### src/rtl/tx_code_group_sequencer_if.sv
// Code-group sequencer bus: ordered-set request and data in, octet stream and
// ordered-set status out. Clock and reset stay as plain ports on the design.
interface tx_code_group_sequencer_if;
   logic [2:0]  tx_o_set;
   logic [7:0]  TXD;
   logic [15:0] tx_config_reg;
   logic        rd_pos;
   logic [7:0]  tx_octet;
   logic        tx_is_k;
   logic        tx_even;
   logic        TX_OSET_indicate;
   logic        align_err;

   // requester / ordered-set machine side
   modport master (
      output tx_o_set, TXD, tx_config_reg, rd_pos,
      input  tx_octet, tx_is_k, tx_even, TX_OSET_indicate, align_err
   );

   // sequencer side
   modport slave (
      input  tx_o_set, TXD, tx_config_reg, rd_pos,
      output tx_octet, tx_is_k, tx_even, TX_OSET_indicate, align_err
   );
endinterface

### src/rtl/tx_code_group_sequencer.sv
// PCS transmit code-group sequencer: expands ordered-set requests into one
// K/D-tagged octet per GTX_CLK, tracks even/odd slot and end-of-set.
module tx_code_group_sequencer #(
   parameter bit CFG_ALTERNATE = 1'b1
) (
   input  logic                        GTX_CLK,
   input  logic                        mr_main_reset,
   tx_code_group_sequencer_if.slave    bus
);

   typedef enum logic [2:0] {IDLE_TEST, I_1B, I_2B, C_A, C_B, C_C, C_D, SINGLE} state_t;

   localparam logic [2:0] OS_I = 3'd0, OS_C = 3'd1, OS_S = 3'd2, OS_T = 3'd3,
                          OS_R = 3'd4, OS_D = 3'd6;

   localparam logic [7:0] K28_5 = 8'hBC, K27_7 = 8'hFB, K29_7 = 8'hFD,
                          K23_7 = 8'hF7, K30_7 = 8'hFE, D5_6  = 8'hC5,
                          D16_2 = 8'h50, D21_5 = 8'hB5, D2_2  = 8'h42;

   state_t      state_q, state_d;
   logic [7:0]  octet_q, octet_d;
   logic        k_q, k_d;
   logic        even_q, even_d;
   logic        ind_q, ind_d;
   logic        aerr_q, aerr_d;
   logic [15:0] cfg_q, cfg_d;
   logic        alt_q, alt_d;   // 0 = next /C/ uses C1, 1 = C2
   logic        rdp_q, rdp_d;   // rd_pos captured at the /I/ K28.5 edge
   logic [2:0]  sel;

   // next-state and next-output: mid-set states walk their code groups,
   // set-boundary states (IDLE_TEST, I_2B, C_D, SINGLE) sample a new request
   always_comb begin
      state_d = state_q;
      octet_d = octet_q;
      k_d     = 1'b1;
      even_d  = ~even_q;
      ind_d   = 1'b0;
      aerr_d  = 1'b0;
      cfg_d   = cfg_q;
      alt_d   = alt_q;
      rdp_d   = rdp_q;
      sel     = bus.tx_o_set;
      unique case (state_q)
         I_1B: begin
            state_d = I_2B;
            octet_d = rdp_q ? D5_6 : D16_2;
            k_d     = 1'b0;
            ind_d   = 1'b1;
         end
         C_A: begin
            state_d = C_B;
            octet_d = alt_q ? D2_2 : D21_5;
            k_d     = 1'b0;
            alt_d   = CFG_ALTERNATE ? ~alt_q : 1'b0;
         end
         C_B: begin
            state_d = C_C;
            octet_d = cfg_q[7:0];
            k_d     = 1'b0;
         end
         C_C: begin
            state_d = C_D;
            octet_d = cfg_q[15:8];
            k_d     = 1'b0;
            ind_d   = 1'b1;
         end
         default: begin
            // first set after reset is always /I/
            sel     = (state_q == IDLE_TEST) ? OS_I : bus.tx_o_set;
            state_d = SINGLE;
            ind_d   = 1'b1;
            alt_d   = 1'b0;
            // even_q=1 means the slot being filled now is odd
            if ((sel == OS_I || sel == OS_C) && even_q) begin
               octet_d = K30_7;
               aerr_d  = 1'b1;
            end else begin
               unique case (sel)
                  OS_I: begin
                     state_d = I_1B;
                     octet_d = K28_5;
                     ind_d   = 1'b0;
                     rdp_d   = bus.rd_pos;
                  end
                  OS_C: begin
                     state_d = C_A;
                     octet_d = K28_5;
                     ind_d   = 1'b0;
                     cfg_d   = bus.tx_config_reg;
                     alt_d   = alt_q;
                  end
                  OS_S:    octet_d = K27_7;
                  OS_T:    octet_d = K29_7;
                  OS_R:    octet_d = K23_7;
                  OS_D: begin
                     octet_d = bus.TXD;
                     k_d     = 1'b0;
                  end
                  default: octet_d = K30_7;   // /V/ and reserved
               endcase
            end
         end
      endcase
   end

   // state and output registers; reset aborts any set in progress
   always_ff @(posedge GTX_CLK or negedge mr_main_reset) begin
      if (!mr_main_reset) begin
         state_q <= IDLE_TEST;
         octet_q <= 8'h00;
         k_q     <= 1'b0;
         even_q  <= 1'b0;
         ind_q   <= 1'b0;
         aerr_q  <= 1'b0;
         cfg_q   <= 16'h0000;
         alt_q   <= 1'b0;
         rdp_q   <= 1'b0;
      end else begin
         state_q <= state_d;
         octet_q <= octet_d;
         k_q     <= k_d;
         even_q  <= even_d;
         ind_q   <= ind_d;
         aerr_q  <= aerr_d;
         cfg_q   <= cfg_d;
         alt_q   <= alt_d;
         rdp_q   <= rdp_d;
      end
   end

   assign bus.tx_octet         = octet_q;
   assign bus.tx_is_k          = k_q;
   assign bus.tx_even          = even_q;
   assign bus.TX_OSET_indicate = ind_q;
   assign bus.align_err        = aerr_q;

endmodule

### src/flat_wrapper.sv
// flat-port wrapper written by rule: the top's interface ports become plain ports
module tx_code_group_sequencer_flat 
#(
   parameter bit CFG_ALTERNATE = 1'b1
)
  (GTX_CLK, mr_main_reset, bus_tx_o_set, bus_TXD, bus_tx_config_reg, bus_rd_pos, bus_tx_octet, bus_tx_is_k, bus_tx_even, bus_TX_OSET_indicate, bus_align_err);
  tx_code_group_sequencer_if bus_i ();
  input  logic GTX_CLK;
  input  logic mr_main_reset;
  input wire logic [$bits(bus_i.tx_o_set)-1:0] bus_tx_o_set;
  input wire logic [$bits(bus_i.TXD)-1:0] bus_TXD;
  input wire logic [$bits(bus_i.tx_config_reg)-1:0] bus_tx_config_reg;
  input wire logic [$bits(bus_i.rd_pos)-1:0] bus_rd_pos;
  output wire logic [$bits(bus_i.tx_octet)-1:0] bus_tx_octet;
  output wire logic [$bits(bus_i.tx_is_k)-1:0] bus_tx_is_k;
  output wire logic [$bits(bus_i.tx_even)-1:0] bus_tx_even;
  output wire logic [$bits(bus_i.TX_OSET_indicate)-1:0] bus_TX_OSET_indicate;
  output wire logic [$bits(bus_i.align_err)-1:0] bus_align_err;
  assign bus_i.tx_o_set = bus_tx_o_set;
  assign bus_i.TXD = bus_TXD;
  assign bus_i.tx_config_reg = bus_tx_config_reg;
  assign bus_i.rd_pos = bus_rd_pos;
  assign bus_tx_octet = bus_i.tx_octet;
  assign bus_tx_is_k = bus_i.tx_is_k;
  assign bus_tx_even = bus_i.tx_even;
  assign bus_TX_OSET_indicate = bus_i.TX_OSET_indicate;
  assign bus_align_err = bus_i.align_err;
  tx_code_group_sequencer #(.CFG_ALTERNATE(CFG_ALTERNATE)) u_core (.GTX_CLK(GTX_CLK), .mr_main_reset(mr_main_reset), .bus(bus_i));
endmodule
### config.mk
export PLATFORM = sky130hd
export DESIGN_NAME = tx_code_group_sequencer_flat
export DESIGN_NICKNAME = d
export VERILOG_FILES = /design/src/rtl/tx_code_group_sequencer_if.sv /design/src/rtl/tx_code_group_sequencer.sv /design/src/flat_wrapper.sv
export SDC_FILE = /design/constraint.sdc
export NUM_CORES = 1
export LEC_CHECK = 0
export CAP_MARGIN = 20
export CORE_MARGIN = 4
export CORE_UTILIZATION = 44
export DETAILED_ROUTE_END_ITERATION = 8
export GPL_ROUTABILITY_DRIVEN = 0
export PLACE_DENSITY_LB_ADDON = 0.12
export SYNTH_ARGS = -nofsm -noshare
export SYNTH_HDL_FRONTEND = slang
export SYNTH_SLANG_ARGS = --single-unit
### constraint.sdc
create_clock -name GTX_CLK -period 1.5 [get_ports GTX_CLK]
set_clock_uncertainty 0.05 [all_clocks]
set_input_delay 0.225 -clock GTX_CLK [delete_from_list [all_inputs] [get_ports GTX_CLK]]
set_output_delay 0.225 -clock GTX_CLK [all_outputs]
set_load 0.01 [all_outputs]
**Yosys cells after proc, flatten, opt, wreduce, memory -nomap -nowiden**

Cells that the tools add are included.

- Flip-flop bits (word level): 33
- Input port bits: 30
- Output and inout port bits: 12

- Equal/unequal tests: 10
- Muxes and demuxes: 20
- Bitwise operators: 5
- Reductions and logical operators: 12

Operators by type and width:

| operator | count |
|---|---|
| $pmux W8 S5 | 1 |
| $pmux W8 S4 | 1 |
| $mux W8 | 3 |
| $eq A3 B3 Y1 const B | 4 |
| $pmux W3 S4 | 1 |
| $eq A3 B2 Y1 const B | 3 |
| $mux W1 | 9 |
| $eq A3 B1 Y1 const B | 2 |
| $logic_not A3 Y1 | 2 |
| $mux W3 | 2 |
| $pmux W3 S2 | 1 |
| $reduce_and A3 Y1 | 2 |
| $reduce_or A2 Y1 | 3 |
| $not A1 Y1 | 5 |
| $pmux W1 S2 | 2 |
| $reduce_or A4 Y1 | 1 |
| $ne A3 B3 Y1 const B | 1 |
| $reduce_or A3 Y1 | 1 |
| $reduce_and A2 Y1 | 1 |
| $logic_and A1 B1 Y1 | 1 |
| $logic_or A1 B1 Y1 | 1 |

**Longest topological paths before layout**

Gate-level depths: netlist of the first run.

- Word-level depth: 7
- Depth in mapped cells: 5
- Gate-level depth less buffers: 4

**Least setup slack after synthesis of the first run**

Ideal clock, no wire load.

- Kind: register -> register
- From: reg u_core.even_q (netlist: u_core.bus.tx_even)
- To: reg u_core.cfg_q[0]
- Setup time: 0.125 ns
- Data arrival time: 1.437 ns
- Data required time: 1.325 ns
- Path slack: -0.112 ns
- Cell stages (with the launch flop): 5
- Buffers on the path: 1
- Clock period less this slack: 1.612 ns
- Cells stage by stage: dfrtp_1 nor4b_4 nand3_4 buf_6 mux2_4

- Cells in the longest elaborated chain, start to end: 3

RTL lines:

| item | RTL line | text |
|---|---|---|
| start, declared | tx_code_group_sequencer.sv:23 | `logic even_q, even_d;` |
| start signal, assigned | tx_code_group_sequencer.sv:123 | `even_q <= even_d;` |
| $logic_and A1 B1 Y1 | tx_code_group_sequencer.sv:75 | `if ((sel == OS_I \|\| sel == OS_C) && even_q) begin` |
| $not A1 Y1 (no source line) | -- |  |
| $reduce_and A3 Y1 (no source line) | -- |  |
| end signal, assigned | tx_code_group_sequencer.sv:126 | `cfg_q <= cfg_d;` |
| end, declared | tx_code_group_sequencer.sv:26 | `logic [15:0] cfg_q, cfg_d;` |

No other way between the ends.
A chain may end at the register's enable or synchronous reset.

**Final worst setup path of the first run**

- From: reg u_core.even_q (netlist: u_core.bus.tx_even)
- To: reg u_core.cfg_q[6]

The elaborated chain is that of the path after synthesis.

==> out/results.txt, run 1 <==
Startpoint Class - flip-flop
Initial Util - 0.4762
routed len/inst - 15.22 µm
filler cell count - 264
layout cells sized above 1 - 0.2830
first-pass GRT wire length - 6699 µm
core area - 0.003468 mm²
Yosys cell types - 41
max reg flops - 16
area leader, netlist - dfrtp_1
kind of critical path - flip-flop to flip-flop
Hold Crit Class - input pin to asynchronous set/reset pin
Routed Antenna Nets - 0
max_cap viols - 0
status - finished with violations
synth warn - 0
largest net degree at the start of global routing - 34
top_reg_cell synth - dfrtp_1
DIE WIDTH - 69.27 µm
Post-Syn Area - 0.001652 mm²
routed wl met2 - 1966 µm
# setup viols final - 16
I/O pin count - 42
crit share post-route - 1.023
largest cells by area after synthesis - dfrtp_1 50%, mux2_4 9.1%, mux2_1 4.1%
cts bufs inserted - 5
overall routed net length - 3927 µm
most common cell in the synthesized netlist - dfrtp_1
Clock Pin Slew Worst Setup and Hold Paths - 70 ps
RSZ-0062 raised after global routing - yes
DP Area - 0.002312 mm²
Reg2Reg Depth - 4
syn avg cell area - 11.55 µm²
GRT Overall Usage - 0.1734
via-per-instance ratio - 5.186
HPWL after detailed placement - 2945 µm
R2R Setup Slk - -30 ps
Seq/Total Area, Yosys - 0.5000
CTS Root Cell - clkbuf_8
# diodes - 0
met1 WL - 1690 µm
synthesized flop and latch total - 33
total power - 4.409 mW
DIE AREA - 0.004798 mm²
final non-filler cell total - 258
CTS tree - done
number of synthesized flops with an enable pin - 0
CP Data Required Time - 1620 ps
final core utilization - 0.7082
VDD IR max - 0.001044 V
CTS sink count - 33
Synth top area share - 0.5000
dpl cells - 250
synthesis-to-finish area growth - 48.71%
# DRC - 0
worst skew pair latency - 290 ps
CTS max path bufs - 2
failing checks - negative setup slack
Clock H-tree levels - 2
initial antenna violation count - 0
Power Density - 1795 mW/mm²
vias in the first global route - 1437
FP Rows - 21
Post-Syn Nets - 173
Post-synth ARST share - 1.000
Rel. slew slack - 0.7728
initial drt markers - 66
vias after detailed routing - 1338
crit path from - u_core.bus.tx_even
Synth Instances - 143
final worst path period need - 1534 ps
worst r2r src - u_core.bus.tx_even
P_leak - 1.077 nW
Max Freq - 651.9 MHz
drt pass-1 iters - 4
crit path DAT - 1650 ps
crit path max fanout - 16
fin area - 0.002456 mm²
final layout net count - 241
Final WS setup - -34.01 ps
Tightest Pin Transition - 339.4 ps
top layer in use - met4
die height - 69.27 µm
Slew Limit Fails - 0
met3 wire len - 213 µm
PortBufs - 41
Biggest register - u_core.cfg_q
Final Hold Fails - 0
Setup crit end kind - flip-flop
gr ovfl total - 0
commonest cells in the netlist - 33 x dfrtp_1, 12 x a21oi_1, 10 x mux2_4
## per-stage QoR
step / setup TNS (ps) / setup slack [ps] / hold slack (ps)
after floorplan: -708.2 / -70.82 / -120.6
after global placement: -8378 / -369.2 / 420.0
after detailed placement: -9254 / -443.3 / 436.7
after CTS: -1634 / -120.3 / 261.0
after global routing: -1046 / -84.18 / 265.9
final: -306.3 / -34.01 / 249.6
## layer usage
metal,vias to the layer above,global-route usage
met2,37,0.2956
met4,0,0.05857
met5,-,0
met3,6,0.05217
li1,659,-
met1,636,0.2071
## kinds of logic (layout without fill, tap and decap cells)
| family | count (synthesis) | in the layout | share of synthesized area |
|---|---|---|---|
| buffers and inverters | 13 | 82 | 0.04014 |
| DFF | 33 | 33 | 0.5000 |
| and+or+nand+nor | 33 | 33 | 0.1182 |
| AOI/OAI and AO/OA | 44 | 44 | 0.1849 |
| muxes | 20 | 20 | 0.1568 |
## cell type report
class | count | area [µm²] | share of cell area
inverter | 4 | 15.01 | 0.006113
tap | 46 | 57.56 | 0.02343
timing repair buffer | 70 | 649.4 | 0.2644
sequential | 33 | 829.5 | 0.3377
multi-input combinational | 97 | 788.3 | 0.3209
clock inverter | 1 | 30.03 | 0.01223
clock buffer | 7 | 86.33 | 0.03515
## path summary, 6_finish.rpt
| path | to |
|---|---|
| worst max-delay path | u_core.cfg_q[6] |
| worst max register to register | u_core.cfg_q[6] |
| worst min register to register | u_core.cfg_q[7] |
| min in group GTX_CLK | u_core.cfg_q[7] |
| max in group asynchronous | u_core.state_q[0] |
| worst min-delay path | u_core.bus.align_err |
## power by group
part / internal, mW / total [mW] / switching, mW
Clock: 0.541 / 0.860 / 0.319
Combinational: 1.14 / 2.00 / 0.869
Sequential: 1.29 / 1.55 / 0.253
Total: 2.97 / 4.41 / 1.44
## critical path, stage by stage (launching register included)
cell,delay (ps)
dfrtp_2,430
nor4b_4,330
nand3_4,120
buf_12,170
mux2_1,310
## cell usage in the layout, fill, tap and decap left out, types with 6 or more instances in the layout
cell             count
clkdlybuf4s50_1     38
dfrtp_1             30
buf_4               27
mux2_4              13
a21oi_1             12
nand2_1              9
o21ai_0              8
nor2_1               7
clkbuf_8             6
## what timing repair did
item / 4_1_cts / 5_1_grt
setup endpoints to repair: 19 / 24
hold buffers: 0 / 0
resized for setup: 6 / 7
setup buffers: 0 / 0
pin swaps: 1 / 1
No activity file was read; power rests on OpenSTA's default activity.
==> inputs of run 2 (changes only) <==
CAP_MARGIN = unset   (was 20)
PLACE_DENSITY = 0.76   (was unset)
PLACE_DENSITY_LB_ADDON = unset   (was 0.12)
==> out/results.txt, run 2 (synthesis results as in run 1) <==
largest net degree at the start of global routing - 34 (unchanged)
cts bufs inserted - 5 (unchanged)
synthesis-to-finish area growth - 49.32%
die height - 69.27 µm (unchanged)
DP Area - 0.002305 mm² (-0.32%)
failing checks - negative setup slack
Final Hold Fails - 0 (unchanged)
crit-path cells - nor4b_4, nand3_4, buf_12, mux2_1
Rel. slew slack - 0.7766 (+0.003798)
Crit path max-delay family - simple AND/OR/NAND/NOR gates
Reg-to-Reg End - u_core.cfg_q[5]
VDD IR max - 0.0008709 V (-17%)
DIE WIDTH - 69.27 µm (unchanged)
Clock H-tree levels - 2 (unchanged)
kind of critical path - flip-flop to flip-flop
crit path from - u_core.bus.tx_even
Hold Crit Class - input pin to asynchronous set/reset pin
Hold Buf Count CTS - 0 (unchanged)
crit path to - u_core.cfg_q[5]
# DRC - 0 (unchanged)
overall routed net length - 3936 µm (+0.23%)
gr ovfl total - 0 (unchanged)
Max Freq - 639.9 MHz (-1.8%)
vias in the first global route - 1395 (-2.9%)
# setup viols final - 16 (unchanged)
CTS tree - done
R2R Setup Slk - -60 ps (-30 ps)
crit path DAT - 1680 ps (+30 ps)
Tightest Pin Transition - 331.6 ps (-7.765 ps)
DP Worst Slack - -441.0 ps (+2.376 ps)
max reg flops - 16 (unchanged)
Clock Pin Slew Worst Setup and Hold Paths - 60 ps (about the same)
Post-Route Setup TNS - -840.4 ps (-534.1 ps)
P_leak - 1.077 nW (about the same)
core area - 0.003468 mm² (unchanged)
worst r2r src - u_core.bus.tx_even
PortBufs - 41 (unchanged)
worst skew pair latency - 280 ps (about the same)
initial antenna violation count - 0 (unchanged)
Final WS setup - -62.71 ps (-28.69 ps)
# diodes - 0 (unchanged)
HPWL after detailed placement - 2862 µm (-2.8%)
GRT Overall Usage - 0.1714 (-0.002032)
most frequent cells in the layout - 38 x clkdlybuf4s50_1, 29 x dfrtp_1, 21 x buf_4
I/O pin count - 42 (unchanged)
final worst path period need - 1563 ps (+28.69 ps)
fin area - 0.002466 mm² (+0.41%)
first-pass GRT wire length - 6534 µm (-2.5%)
CP Data Required Time - 1620 ps (about the same)
CTS Root Cell - clkbuf_8
DIE AREA - 0.004798 mm² (unchanged)
Setup crit end kind - flip-flop
crit share post-route - 1.042 (+0.01913)
WP depth - 4 (unchanged)
final layout net count - 238 (-1.2%)
CTS max path bufs - 2 (unchanged)
hold_ws - 250.3 ps (+0.6930 ps)
Routed Antenna Nets - 0 (unchanged)
Critical-path top delay cell - dfrtp_2
leading cell type in the layout, fill and taps excluded - clkdlybuf4s50_1
Startpoint Class - flip-flop
max_cap viols - 0 (unchanged)
RSZ-0062 raised after global routing - yes
status - finished with violations
routed len/inst - 15.44 µm (+1.4%)
Power Density - 1768 mW/mm² (-1.5%)
CTS sink count - 33 (unchanged)
slowest stage delay, CP - 420 ps (about the same)
Initial Util - 0.4762 (unchanged)
initial drt markers - 59 (-11%)
Reg2Reg Depth - 4 (unchanged)
dpl cells - 244 (-2.4%)
drt pass-1 iters - 4 (unchanged)
vias after detailed routing - 1352 (+1.0%)
crit path max fanout - 16 (unchanged)
layout cells sized above 1 - 0.2919 (+0.008847)
CP bufs+invs - 1 (unchanged)
Biggest register - u_core.cfg_q
final non-filler cell total - 255 (-1.2%)
via-per-instance ratio - 5.302 (+2.2%)
Slew Limit Fails - 0 (unchanged)
FP Rows - 21 (unchanged)
-- run 2: report_power, final --
group	internal (mW)	leakage [nW]	switching, mW	total [mW]
clock network	0.414	0.0542	0.307	0.721
registers	1.30	0.373	0.259	1.55
logic	1.20	0.650	0.887	2.09
total	2.91	1.08	1.45	4.36
-- run 2: worst min path at each step --
stage | startpoint | to | slack [ps] | depth (start not counted)
6_report | mr_main_reset | u_core.state_q[1] | 250 | 2
5_1_grt | mr_main_reset | u_core.state_q[1] | 250 | 2
4_1_cts | mr_main_reset | u_core.bus.tx_octet[0] | 250 | 2
3_5_place_dp | u_core.cfg_q[2] | u_core.cfg_q[2] | 430 | 1
3_3_place_gp | u_core.cfg_q[2] | u_core.cfg_q[2] | 420 | 1
2_1_floorplan | mr_main_reset | u_core.alt_q | -120 | 0
-- run 2: through the flow --
| stage | total power [mW] | utilization |
|---|---|---|
| 6_report | 4.361 | 0.7110 |
| 2_1_floorplan | 2.569 | - |
| 3_5_place_dp | 3.497 | 0.6645 |
| 4_1_cts | 4.287 | 0.6999 |
| 5_1_grt | 4.627 | 0.7110 |
| 3_3_place_gp | 3.440 | 0.6645 |
-- run 2: cell type report --
| type | count | area (µm²) |
|---|---|---|
| inverters | 4 | 18.77 |
| multi-input cells | 97 | 793.3 |
| fillers | 261 | 1002 |
| flip-flops and latches | 33 | 830.8 |
| repair buffers | 67 | 664.4 |
| well taps | 46 | 57.56 |
| clock buffers | 7 | 96.34 |
| clock inverters | 1 | 5.005 |
-- run 2: what timing repair did --
item,CTS,global route
endpoints found under the setup margin,20,21
resized for setup,8,9
buffers inserted,1,2
pin swaps,1,1
-- run 2: metal layers --
layer  wire, µm  GRT usage  part of all wire
met1       1673     0.2066              0.43
met2       1972     0.2828              0.50
met3        227    0.03913             0.058
met4         64    0.09111             0.016
met5          0          0                 0
==> inputs of run 3 (changes only) <==
HOLD_SLACK_MARGIN = 0.08   (was unset)
MAX_ROUTING_LAYER = met4   (was unset)
SKIP_CTS_REPAIR_TIMING = 1   (was unset)
==> out/results.txt, run 3 (synthesis results as in run 1) <==
layout cells sized above 1 - 0.2952 (+0.003372)
overall routed net length - 3952 µm (+0.41%)
initial antenna violation count - 0 (unchanged)
Slew Limit Fails - 0 (unchanged)
cts bufs inserted - 5 (unchanged)
CP bufs+invs - 1 (unchanged)
vias after detailed routing - 1361 (+0.67%)
CTS tree - done
max_cap viols - 0 (unchanged)
worst skew pair latency - 280 ps (about the same)
max reg flops - 16 (unchanged)
crit path DAT - 1730 ps (+50 ps)
Rel. slew slack - 0.7627 (-0.01390)
initial drt markers - 72 (+22%)
hold_ws - 250.1 ps (-0.2560 ps)
kind of critical path - flip-flop to flip-flop
R2R Setup Slk - -110 ps (-50 ps)
largest net degree at the start of global routing - 34 (unchanged)
DIE WIDTH - 69.27 µm (unchanged)
filler cell count - 247 (-5.4%)
GRT Overall Usage - 0.1712 (-0.0001817)
CTS sink count - 33 (unchanged)
Clock Pin Slew Worst Setup and Hold Paths - 60 ps (about the same)
die height - 69.27 µm (unchanged)
Final Hold Fails - 0 (unchanged)
routed len/inst - 15.44 µm (about the same)
final non-filler cell total - 256 (+0.39%)
slowest stage delay, CP - 420 ps (about the same)
# diodes - 0 (unchanged)
RSZ-0062 raised after global routing - yes
gr ovfl total - 0 (unchanged)
Startpoint Class - flip-flop
Crit path max-delay family - simple AND/OR/NAND/NOR gates
crit-path cells - nor4b_4, nand3_4, clkbuf_16, mux2_4
drt pass-1 iters - 4 (unchanged)
Final WS setup - -110.4 ps (-47.68 ps)
# setup viols final - 16 (unchanged)
fin area - 0.002506 mm² (+1.6%)
Max Freq - 621.0 MHz (-3.0%)
failing checks - negative setup slack
Critical-path top delay cell - dfrtp_2
leading cell type in the layout, fill and taps excluded - clkdlybuf4s50_1
DP Worst Slack - -441.0 ps (unchanged)
dpl cells - 244 (unchanged)
CP Data Required Time - 1620 ps (about the same)
Routed Antenna Nets - 0 (unchanged)
FP Rows - 21 (unchanged)
Hold Crit Class - input pin to asynchronous set/reset pin
DP Area - 0.002305 mm² (unchanged)
PortBufs - 41 (unchanged)
DIE AREA - 0.004798 mm² (unchanged)
first-pass GRT wire length - 6375 µm (-2.4%)
core area - 0.003468 mm² (unchanged)
Clock H-tree levels - 2 (unchanged)
total power - 4.387 mW (+0.60%)
HPWL after detailed placement - 2862 µm (unchanged)
crit path max fanout - 8 (-8)
synthesis-to-finish area growth - 51.74%
Tightest Pin Transition - 352.2 ps (+20.63 ps)
vias in the first global route - 1397 (+0.14%)
VDD IR max - 0.0009072 V (+4.2%)
CTS Root Cell - clkbuf_8
Setup crit end kind - flip-flop
status - finished with violations
Power Density - 1751 mW/mm² (-1.0%)
final worst path period need - 1610 ps (+47.68 ps)
Biggest register - u_core.cfg_q
Initial Util - 0.4762 (unchanged)
# DRC - 0 (unchanged)
I/O pin count - 42 (unchanged)
CTS max path bufs - 2 (unchanged)
most frequent cells in the layout - 38 x clkdlybuf4s50_1, 29 x dfrtp_1, 20 x buf_4
crit share post-route - 1.074 (+0.03179)
final layout net count - 239 (+0.42%)
P_leak - 1.117 nW (+3.7%)
via-per-instance ratio - 5.316 (+0.27%)
==> run 3: path summary, 6_finish.rpt <==
kind | startpoint | cells past startpoint | endpoint
max reg2reg | u_core.bus.tx_even | 4 | u_core.cfg_q[12]
max | u_core.bus.tx_even | 4 | u_core.cfg_q[12]
min | mr_main_reset | 2 | u_core.bus.tx_octet[0]
min reg2reg | u_core.cfg_q[2] | 1 | u_core.cfg_q[2]
min in group GTX_CLK | bus_tx_o_set[1] | 3 | u_core.bus.tx_is_k
max in group asynchronous | mr_main_reset | 2 | u_core.bus.tx_even
==> run 3: final cells by class <==
cell class                 instances  area, µm²  area share
sequential                        33      830.8      0.3315
inverter                           4      18.77    0.007489
timing repair buffer              68      704.4      0.2811
multi-input combinational         97      793.3      0.3165
clock buffer                       7      96.34     0.03844
tap                               46      57.56     0.02297
clock inverter                     1      5.005    0.001997
==> run 3: layer usage <==
metal | wire length, µm | track usage | part of all wire | vias up
li1 | - | - | - | 654
met1 | 1732 | 0.1983 | 0.44 | 655
met2 | 1945 | 0.2722 | 0.49 | 47
met3 | 218 | 0.04058 | 0.055 | 5
met4 | 55 | 0.09544 | 0.014 | 0
met5 | 0 | - | 0 | -
==> run 3: where the power goes <==
group | switching, mW | leakage (nW) | internal [mW]
registers | 0.265 | 0.373 | 1.30
clock network | 0.311 | 0.0542 | 0.414
logic | 0.880 | 0.690 | 1.22
==> run 3: per-stage QoR <==
stage,TNS [ps],util
2_1_floorplan,-708.2,-
3_3_place_gp,-8493,0.6645
3_5_place_dp,-9430,0.6645
4_1_cts,-2293,0.6937
5_1_grt,-2165,0.7226
6_report,-1375,0.7226
